`src/rtl/hazard_ctrl.sv`:
```
// Pipeline sequencing controller for the 5-stage core: hazard stalls/flushes,
// operand forwarding selects, and a data-memory handshake with timeout watchdog.
module hazard_ctrl #(
    parameter int MEM_TIMEOUT = 16,
    parameter int CNT_W       = 16
) (
    input  logic             clk,
    input  logic             rst,
    input  logic [4:0]       rsD,
    input  logic [4:0]       rtD,
    input  logic [4:0]       rsE,
    input  logic [4:0]       rtE,
    input  logic [4:0]       writeRegE,
    input  logic [4:0]       writeRegM,
    input  logic [4:0]       writeRegW,
    input  logic             Regfile_weE,
    input  logic             Regfile_weM,
    input  logic             Regfile_weW,
    input  logic             memReadE,
    input  logic             memReadM,
    input  logic             branchD,
    input  logic             redirectD,
    input  logic             memAccessM,
    input  logic             dmem_ready,
    output logic             stallF,
    output logic             stallD,
    output logic             stallE,
    output logic             stallM,
    output logic             flushD,
    output logic             flushE,
    output logic             flushW,
    output logic [1:0]       forwardAE,
    output logic [1:0]       forwardBE,
    output logic             forwardAD,
    output logic             forwardBD,
    output logic             dmem_req,
    output logic             mem_err,
    output logic [CNT_W-1:0] stall_cnt
);
    localparam int WC_W = $clog2(MEM_TIMEOUT + 1);

    typedef enum logic {RUN, MEM_WAIT} state_t;

    state_t            state_q, state_d;
    logic [WC_W-1:0]   wait_q, wait_d;
    logic              mem_err_q, mem_err_d;
    logic [CNT_W-1:0]  stall_cnt_q, stall_cnt_d;

    logic [1:0] fae, fbe;
    logic       fad, fbd, lwstall, brstall, hz, freeze, req, sfd;

    // A write to register 0 never creates a dependency.
    function automatic logic hit(input logic we, input logic [4:0] dst, input logic [4:0] src);
        return we && (dst != 5'd0) && (dst == src);
    endfunction

    always_comb begin
        fae = hit(Regfile_weM, writeRegM, rsE) ? 2'b10 :
              hit(Regfile_weW, writeRegW, rsE) ? 2'b01 : 2'b00;
        fbe = hit(Regfile_weM, writeRegM, rtE) ? 2'b10 :
              hit(Regfile_weW, writeRegW, rtE) ? 2'b01 : 2'b00;
        fad = hit(Regfile_weM, writeRegM, rsD);
        fbd = hit(Regfile_weM, writeRegM, rtD);
        lwstall = hit(memReadE, writeRegE, rsD) | hit(memReadE, writeRegE, rtD);
        brstall = branchD & (hit(Regfile_weE, writeRegE, rsD) | hit(Regfile_weE, writeRegE, rtD) |
                             hit(memReadM, writeRegM, rsD) | hit(memReadM, writeRegM, rtD));
        hz = lwstall | brstall;
    end

    always_comb begin
        state_d   = state_q;
        wait_d    = wait_q;
        mem_err_d = mem_err_q;
        freeze    = 1'b0;
        req       = 1'b0;
        case (state_q)
            RUN: begin
                req = memAccessM;
                if (memAccessM && !dmem_ready) begin
                    freeze  = 1'b1;
                    state_d = MEM_WAIT;
                    wait_d  = WC_W'(1);
                end
            end
            MEM_WAIT: begin
                if (dmem_ready) begin
                    freeze  = 1'b1;
                    req     = 1'b1;
                    state_d = RUN;
                    wait_d  = '0;
                end else if (wait_q == WC_W'(MEM_TIMEOUT)) begin
                    // Abort: unfreeze so the pipeline moves past the dead access.
                    mem_err_d = 1'b1;
                    state_d   = RUN;
                    wait_d    = '0;
                end else begin
                    freeze = 1'b1;
                    req    = 1'b1;
                    wait_d = wait_q + WC_W'(1);
                end
            end
            default: state_d = RUN;
        endcase
        sfd = freeze | hz;
        stall_cnt_d = (sfd && (stall_cnt_q != '1)) ? stall_cnt_q + CNT_W'(1) : stall_cnt_q;
    end

    always_ff @(posedge clk or negedge rst) begin
        if (!rst) begin
            state_q     <= RUN;
            wait_q      <= '0;
            mem_err_q   <= 1'b0;
            stall_cnt_q <= '0;
        end else begin
            state_q     <= state_d;
            wait_q      <= wait_d;
            mem_err_q   <= mem_err_d;
            stall_cnt_q <= stall_cnt_d;
        end
    end

    // Every output is held low while reset is asserted.
    assign stallF    = rst & sfd;
    assign stallD    = rst & sfd;
    assign stallE    = rst & freeze;
    assign stallM    = rst & freeze;
    assign flushW    = rst & freeze;
    assign flushE    = rst & hz & ~freeze;
    assign flushD    = rst & redirectD & ~sfd;
    assign dmem_req  = rst & req;
    assign forwardAE = rst ? fae : 2'b00;
    assign forwardBE = rst ? fbe : 2'b00;
    assign forwardAD = rst & fad;
    assign forwardBD = rst & fbd;
    assign mem_err   = mem_err_q;
    assign stall_cnt = stall_cnt_q;
endmodule

```
`config.mk`:
```
export PLATFORM = sky130hd
export DESIGN_NAME = hazard_ctrl
export DESIGN_NICKNAME = d
export VERILOG_FILES = /design/src/rtl/hazard_ctrl.sv
export SDC_FILE = /design/constraint.sdc
export NUM_CORES = 1
export LEC_CHECK = 0
export BUFFER_PORTS_ARGS = -buffer_cell sky130_fd_sc_hd__buf_2
export CORE_MARGIN = 2
export CORE_UTILIZATION = 48
export DETAILED_ROUTE_END_ITERATION = 8
export PLACE_DENSITY_LB_ADDON = 0.1
export REMOVE_ABC_BUFFERS = 1
export SYNTH_ARGS = -nofsm -noshare
export SYNTH_HDL_FRONTEND = slang
export SYNTH_SLANG_ARGS = --single-unit
```
`constraint.sdc`:
```
create_clock -name clk -period 2.4 [get_ports clk]
set_clock_uncertainty 0.15 [all_clocks]
set_input_delay 0 -clock clk [delete_from_list [all_inputs] [get_ports clk]]
set_output_delay 0 -clock clk [all_outputs]
set_load 0.05 [all_outputs]
```
# == Word-level counts from Yosys, hierarchy flattened ==
# Cells that the tools add are included.
# totals
ff_bits,23
latchBits,0
ram_bits,0
romBits,0
input_bits,46
out_inout_bits,31
elab_cells,78
memories,0
# classes
add_sub_neg,2
multipliers,0
div,0
n_lt_le_gt_ge,0
eq_ne,11
shift,0
n_mux,17
bitwise,20
reduce_logical,24
# op_table
operator,count
5-bit equality test,8
1-bit logical AND,19
"16-bit by 1-bit adder with 16-bit output, second input constant",1
"16-bit != test, second input constant",1
5-bit two-way mux,3
5-bit nonzero test,3
1-bit bitwise AND,10
5-bit one-hot mux with 2 select lines,1
2-bit two-way mux,4
1-bit two-way mux,6
1-bit OR,6
1-bit one-hot mux with 2 select lines,3
"5-bit by 1-bit adder with 5-bit output, second input constant",1
"5-bit equality test, second input constant",1
1-bit inverter,4
3-bit AND reduction,1
"2-bit != test, second input constant",1
1-bit logical NOT,1

# == Logic depth before layout (Yosys ltp) ==
# Gate-level depths: netlist (run 1).
# depth
word_depth,11
ltp_mapped,9
depth_no_buf,7

# == Least setup slack after synthesis (run 1) ==
# No wires, ideal clock.
# synth_timing
path_type,register to register
from,reg stall_cnt_q[8] (netlist: stall_cnt[8])
to,reg stall_cnt_q[1] (netlist: stall_cnt[1])
setup_time_ns,0.125
t_arrival_ns,2.119
path_slack_ns,0.006
stages_incl_launch_ff,8
path_buffers,0
synth_period_minus_slack_ns,2.394
path_cell_list,dfrtp_1 -> and3_2 -> and3_1 -> and2_4 -> nand3_2 -> or3_4 -> nand2_1 -> mux2_2
# synth_between
elab_chain_len,2
# synth_lines
element,line_no,rtl
"start, declared",47,"logic [CNT_W-1:0] stall_cnt_q, stall_cnt_d;"
"start signal, assigned",118,stall_cnt_q <= stall_cnt_d;
16-bit != test,105,stall_cnt_d = (sfd && (stall_cnt_q != '1)) ? stall_cnt_q + CNT_W'(1) : stall_cnt_q;
1-bit logical AND,105,
# Every way passes these cells.
# A chain may end at the register's enable or synchronous reset.

# == Worst setup path after layout (run 1) ==
# Same ends and word-level chain as after synthesis.

==> results of run 1 <==
flip-flops by register name (all words and copies together) (netlist names):
| signal | count |
|---|---|
| stall_cnt | 16 |
| state_q | 1 |
| mem_err | 1 |
| wait_q | 5 |
logic make-up after synthesis:
group	Yosys count
XOR/XNOR	56
AND/OR/NAND/NOR	86
adder cells (fa/ha/maj)	3
multiplexers	1
AO/OA/AOI/OAI	14
flip-flops	23
buffers and inverters	13
how the worst min path moves through the flow:
stage / end / slack, ps / cells past startpoint
2_1_floorplan: mem_err / -450 / 0
3_3_place_gp: stall_cnt[12] / -70 / 2
3_5_place_dp: stall_cnt[13] / -80 / 2
4_1_cts: stall_cnt[0] / 70 / 5
5_1_grt: stall_cnt[0] / 70 / 5
6_report: stall_cnt[0] / 60 / 5
layer usage:
layer	GRT usage [%]	routed length [um]	part of all wire, %
met3	4.69	192	4.7
met4	3.72	44	1.1
met5	0	0	0
met2	35.3	1920	47
met1	26.5	1900	47
synthesized netlist by cell type (all sizes together):
| master | count | area (um2) |
|---|---|---|
| buf | 10 | 66.3 |
| a22o | 1 | 8.76 |
| nor3 | 8 | 40.0 |
| and2 | 5 | 33.8 |
| nand2b | 2 | 12.5 |
| ha | 3 | 37.5 |
| a21oi | 2 | 10.0 |
| inv | 3 | 11.3 |
| dfrtp | 23 | 576 |
| mux2 | 1 | 11.3 |
| or3 | 1 | 11.3 |
| nand3 | 20 | 110 |
| nand2 | 11 | 41.3 |
| o211ai | 1 | 7.51 |
| xnor2 | 35 | 307 |
| o22ai | 1 | 6.26 |
| and3 | 10 | 63.8 |
| or4 | 2 | 15.0 |
| nor3b | 1 | 12.5 |
| a31oi | 1 | 6.26 |
| o21ai | 7 | 35.0 |
| nor2 | 12 | 45.0 |
| nor2b | 2 | 12.5 |
| xor2 | 21 | 184 |
| nand4 | 8 | 50.1 |
| or4b | 1 | 10.0 |
| o2111ai | 1 | 8.76 |
| nor4 | 3 | 18.8 |
per-stage QoR:
stage	util, %	std cells
finish	65.0	319
global route	65.0	319
CTS	64.9	319
detailed placement	62.6	310
global placement	62.6	310
floorplan	-	186
power breakdown:
group          internal, W  switching, W
Clock            0.0000626      0.000122
Sequential        0.000455     0.0000722
Combinational     0.000215      0.000423
area by class of cell:
class                   count  share of cell area [%]
multi-input cells         160                    49.6
clock buffers               3                    1.01
inverters                   3                   0.507
clock inverters             1                   0.225
well taps                  46                    2.59
flip-flops and latches     23                    26.0
repair buffers             83                    20.1
what timing repair did:
action / 4_1_cts / 5_1_grt
hold buffers: 5 / 0
hold endpoints to repair: 28 / 0
endpoints found under the setup margin: 0 / 2
resized for setup: 0 / 3
critical path: stages, from the launching register on:
cell,delay [ps]
dfrtp_1,430
and3_2,220
and3_1,180
and2_4,160
nand3_2,70
or3_4,410
nand2_1,130
mux2_2,340
==> key figures, run 1 <==
GRT
  – Vias in the first global route: 1,544
  – Number of antenna violations at the first check in global routing: 0
  – Maximum number of pins on one net before global-route repair: 32
  – Grt total ovfl: 0
  – Overall fraction of global-route tracks in use: 20.5%
  – Wire length of the first global-routing pass: 6760 um

Routing
  – Count of antenna-violating nets left after detailed routing: 0
  – Routed wire length: 4060 um
  – DRC violation count after routing: 0
  – Wire length per cell after detailed routing: 12.7 um
  – Total vias in the final route: 1,631
  – Via-per-instance ratio: 5.11
  – Detailed Routing Iterations Pass 1: 4
  – Initial DRC count: 48

Power and ir drop
  – Worst-case vdd ir drop: 0.389 mV
  – Power density of the placed cells: 608 nW/um2
  – Leak Pwr: 1.09 nW
  – Overall power after layout: 0.00135 W

STA
  – Transition time at the pin with the least slew margin: 373 ps
  – Timing-limited maximum frequency: 456 MHz
  – Minimum setup slack in the final design: 208 ps
  – RSZ-0062 raised after global routing: no
  – Final total negative setup slack: 0 ps
  – Final count of pins violating max slew: 0
  – Worst relative slew slack: 75.0%
  – Hold Violations, Final: 0
  – Period Utilization, post-route: 91.3%
  – # setup viols final: 0
  – Final period demand of the worst path: 2190 ps
  – Post-Route Hold Slack: 64.8 ps

Worst setup path
  – RR Endpoint: stall_cnt[1]
  – Startpoint of the most critical register-to-register path: stall_cnt[8]
  – End point of the critical path: stall_cnt[1]
  – Worst reg2reg path depth: 7
  – CP startpoint kind: register
  – Launch point of the critical path: stall_cnt[8]
  – Required time reported for the critical path endpoint: 2470 ps
  – Arrival time reported for the critical path endpoint: 2260 ps
  – Register-to-Register Setup Slack: 210 ps
  – Critical path class: reg -> reg
  – Largest fanout on the critical path: 11
  – Type of element capturing the critical path: register

Cells and area
  – Layout cells sized above 1: 33.7%
  – Final-layout fill cell count: 317
  – Most common cell after layout, fill and taps aside: buf_2
  – Area Growth Syn to Fin: 26.7%
  – Area of combinational cells with multiple inputs: 1100 um2
  – Nets@finish: 323
  – Diodes inserted: 0
  – Sequential standard cell area: 577 um2
  – Most used cells in the layout excluding fill and tap cells: 76 x buf_2, 35 x xnor2_1, 22 x dfrtp_1, 21 x xor2_1, 18 x nand3_1
  – Layout Cell Area excl Fill: 2220 um2

Clock tree
  – Clock latency reported for the late side of the worst-skew pair: 320 ps
  – CTS Buffer Depth: 2
  – Clock sink total: 23
  – Number of H-tree levels: 1
  – Post-CTS clock slew at the launch and capture registers of the worst setup and hold paths: 120 ps
  – Number of buffers added by the clock tree synthesis step: 3
  – Post-CTS setup buffer count: 0
  – Buffer cell driving the clock tree root: clkbuf_4
  – CTS tree: yes

Yosys
  – Sequential cell area fraction in the yosys report: 32.9%
  – Proportion of synthesized area in mux cells: 0.643%
  – Syn_area_per_cell: 8.94 um2
  – Complex-gate fraction of the synthesized area: 4.71%
  – Adder-cell area share of the yosys netlist: 2.14%
  – Fraction of the mapped netlist area in simple logic gates: 27.2%
  – Main combinational cell family by area after synthesis: XOR/XNOR gates
  – Post-synthesis instance area: 1750 um2
  – Gate count after technology mapping: 196
  – Library cells used by synthesis: 33
  – Syn. warnings: 0
  – Synthesis-stage register bit count: 23
  – Xor-xnor portion of the synthesized cell area: 28.0%

Floorplan
  – Total Die Area: 4150 um2
  – Cell Rows: 21
  – Starting Density: 51.3%
  – Floorplan die height: 64.4 um
  – Ports: 77
  – Core area: 3420 um2
  – Chip width: 64.4 um

Flow run
  – Maxcap violations: 0

Place
  – Hpwl dp: 3230 um
  – Worst setup timing slack at the placement stage: 234 ps
  – I/O Buffers: 76
  – Cell Area, Placed: 2140 um2
  – GP Congestion: 0.872

Min path
  – Worst hold-check path type: in -> reg
  – Source of the worst hold timing path: memReadM

Status
  – Status: finished, final reports clean
No activity file was read; power rests on OpenSTA's default activity.
==> inputs of run 2 (changes only) <==
Settings changed: BUFFER_PORTS_ARGS -buffer_cell sky130_fd_sc_hd__buf_2 to unset, CORE_UTILIZATION 48 to 55, DONT_BUFFER_PORTS set to 1.
==> run 2 against run 1 <==
Sequential power is 5.5% lower. Clock power is 4% lower. First-iteration DRC count is 15% higher. Utilization is 1.0 points higher. Clock-buffer cell count stayed put. Die area is 12% lower. Via count is 5.8% lower. Non-clock buffer count is 54 lower. Combinational power is 3.3% higher. Largest power group unchanged.
==> key figures, run 2 (synthesis gave the netlist of run 1 again) <==
Status
  – Status: finished, final reports clean

Place
  – Number of placed cells counting well taps: 253
  – Hpwl dp: 3290 um
  – GP Congestion: 0.817
  – Cell Area, Placed: 1930 um2
  – I/O Buffers: 0

Clock tree
  – Buffer cell driving the clock tree root: clkbuf_4
  – Number of H-tree levels: 1
  – Post-CTS clock slew at the launch and capture registers of the worst setup and hold paths: 130 ps
  – Clock sink total: 23
  – Number of buffers added by the clock tree synthesis step: 3
  – CTS Buffer Depth: 2
  – Clock latency reported for the late side of the worst-skew pair: 300 ps
  – CTS tree: yes

Power and ir drop
  – Power density of the placed cells: 663 nW/um2
  – Leak Pwr: 0.867 nW
  – Combinational share of power: 49.4%
  – Internal power of the cells: 0.000744 W
  – Seq pwr share: 37.3%
  – Net switching power of the design: 0.000591 W
  – Fraction of power spent switching nets: 44.3%
  – Worst-case vdd ir drop: 0.764 mV
  – Clock Power Share: 13.3%

STA
  – Post-Route Hold Slack: 96.1 ps
  – Final period demand of the worst path: 2230 ps
  – Timing-limited maximum frequency: 449 MHz
  – Final count of pins violating max slew: 0
  – Hold Violations, Final: 0
  – Worst relative slew slack: 31.5%
  – # setup viols final: 0
  – RSZ-0062 raised after global routing: no
  – Transition time at the pin with the least slew margin: 1020 ps
  – Period Utilization, post-route: 92.8%

Floorplan
  – Chip width: 60.4 um
  – Floorplan die height: 60.4 um
  – Total Die Area: 3650 um2
  – Starting Density: 57.4%
  – Ports: 77
  – Core area: 3050 um2
  – Cell Rows: 20

Worst setup path
  – Type of element capturing the critical path: output pin
  – Arrival time reported for the critical path endpoint: 2080 ps
  – Largest fanout on the critical path: 9
  – Required time reported for the critical path endpoint: 2250 ps
  – CP startpoint kind: register
  – Critical path class: reg -> out

Cells and area
  – Nets@finish: 269
  – Post-layout instance count excluding filler cells: 263
  – Diodes inserted: 0
  – Most used cells in the layout excluding fill and tap cells: 35 x xnor2_1, 24 x buf_4, 23 x dfrtp_1, 21 x xor2_1, 18 x nand3_1
  – Most common cell after layout, fill and taps aside: xnor2_1
  – Layout cells sized above 1: 17.8%
  – Layout Cell Area excl Fill: 2010 um2
  – Max reg flops: 16
  – Area Growth Syn to Fin: 15.0%

Routing
  – Initial DRC count: 55
  – DRC violation count after routing: 0
  – Via-per-instance ratio: 5.84
  – Wire length per cell after detailed routing: 16.3 um
  – Count of antenna-violating nets left after detailed routing: 0
  – Total vias in the final route: 1,537
  – Routed wire length: 4290 um
  – Detailed Routing Iterations Pass 1: 4

GRT
  – Vias in the first global route: 1,591
  – Number of antenna violations at the first check in global routing: 0
  – Wire length of the first global-routing pass: 6670 um
  – Overall fraction of global-route tracks in use: 24.1%
  – Grt total ovfl: 0
  – Maximum number of pins on one net before global-route repair: 24

Flow run
  – Maxcap violations: 0

Min path
  – Worst hold-check path type: in -> reg
==> run 2: changes by cell type in the layout (fill, tap and decap cells not counted) <==
cell,change
buf_2,-76
buf_4,+22
dfrtp_1,+1
dfrtp_2,-1
nor2_1,-1
nor2_4,+1
nor4_1,-1
nor4_2,+1
o21ai_0,+1
o21ai_1,-1
==> run 2: through the flow <==
stage | util [%] | total power, W | worst slack, ps | setup TNS, ps
4_1_cts | 65.7 | 0.00134 | 54.8 | 0
2_1_floorplan | - | 0.000976 | -406 | -1280
3_5_place_dp | 63.1 | 0.00115 | 294 | 0
3_3_place_gp | 63.1 | 0.00113 | 372 | 0
5_1_grt | 66.0 | 0.00141 | 31.4 | 0
6_report | 66.0 | 0.00134 | 173 | 0
==> run 2: worst paths after layout <==
path | slack [ps] | startpoint | cells past startpoint | endpoint
setup reg to reg | 270 | stall_cnt[9] | 7 | stall_cnt[1]
hold / removal | 100 | branchD | 5 | stall_cnt[8]
hold reg to reg | 380 | wait_q[4] | 1 | wait_q[4]
min in group asynchronous | 160 | rst | 1 | stall_cnt[12]
max in group asynchronous | 1330 | rst | 1 | stall_cnt[1]
setup / recovery | 170 | state_q | 7 | stallF
==> run 2: layout make-up <==
cell class / instances / area, um2
multi-input cells: 160 / 1110
fillers: 287 / 1040
flip-flops and latches: 23 / 576
repair buffers: 29 / 230
well taps: 44 / 55.1
clock buffers: 3 / 22.5
inverters: 3 / 11.3
clock inverters: 1 / 5.00
==> run 2: timing repair <==
action	CTS	global route
setup buffers	0	1
pin swaps	0	1
gates resized for setup	1	0
gates cloned	0	0
endpoints found under the hold margin	30	0
setup endpoints to repair	2	2
hold buffers	5	0
==> run 2: power groups by stage <==
stage	registers [W]	clock network (W)	logic [W]
4_1_cts	0.000497	0.000185	0.000659
5_1_grt	0.000508	0.000199	0.000706
3_5_place_dp	0.000504	0	0.000641
6_report	0.000498	0.000177	0.000660
3_3_place_gp	0.000501	0	0.000625
2_1_floorplan	0.000720	0	0.000256
==> run 2: worst max-delay path, stage by stage, from the launching register on <==
cell     delay, ps
dfrtp_1        440
nor2b_2        260
nand4_1        170
o21ai_0        200
nand3_2        130
buf_4          190
and2_1         150
buf_4          220
==> run 2: metal layers <==
layer	share of wire (%)	GRT usage [%]
met5	0	0
met1	40	26.8
met2	52	46.3
met3	7.5	4.90
met4	0.63	6.83
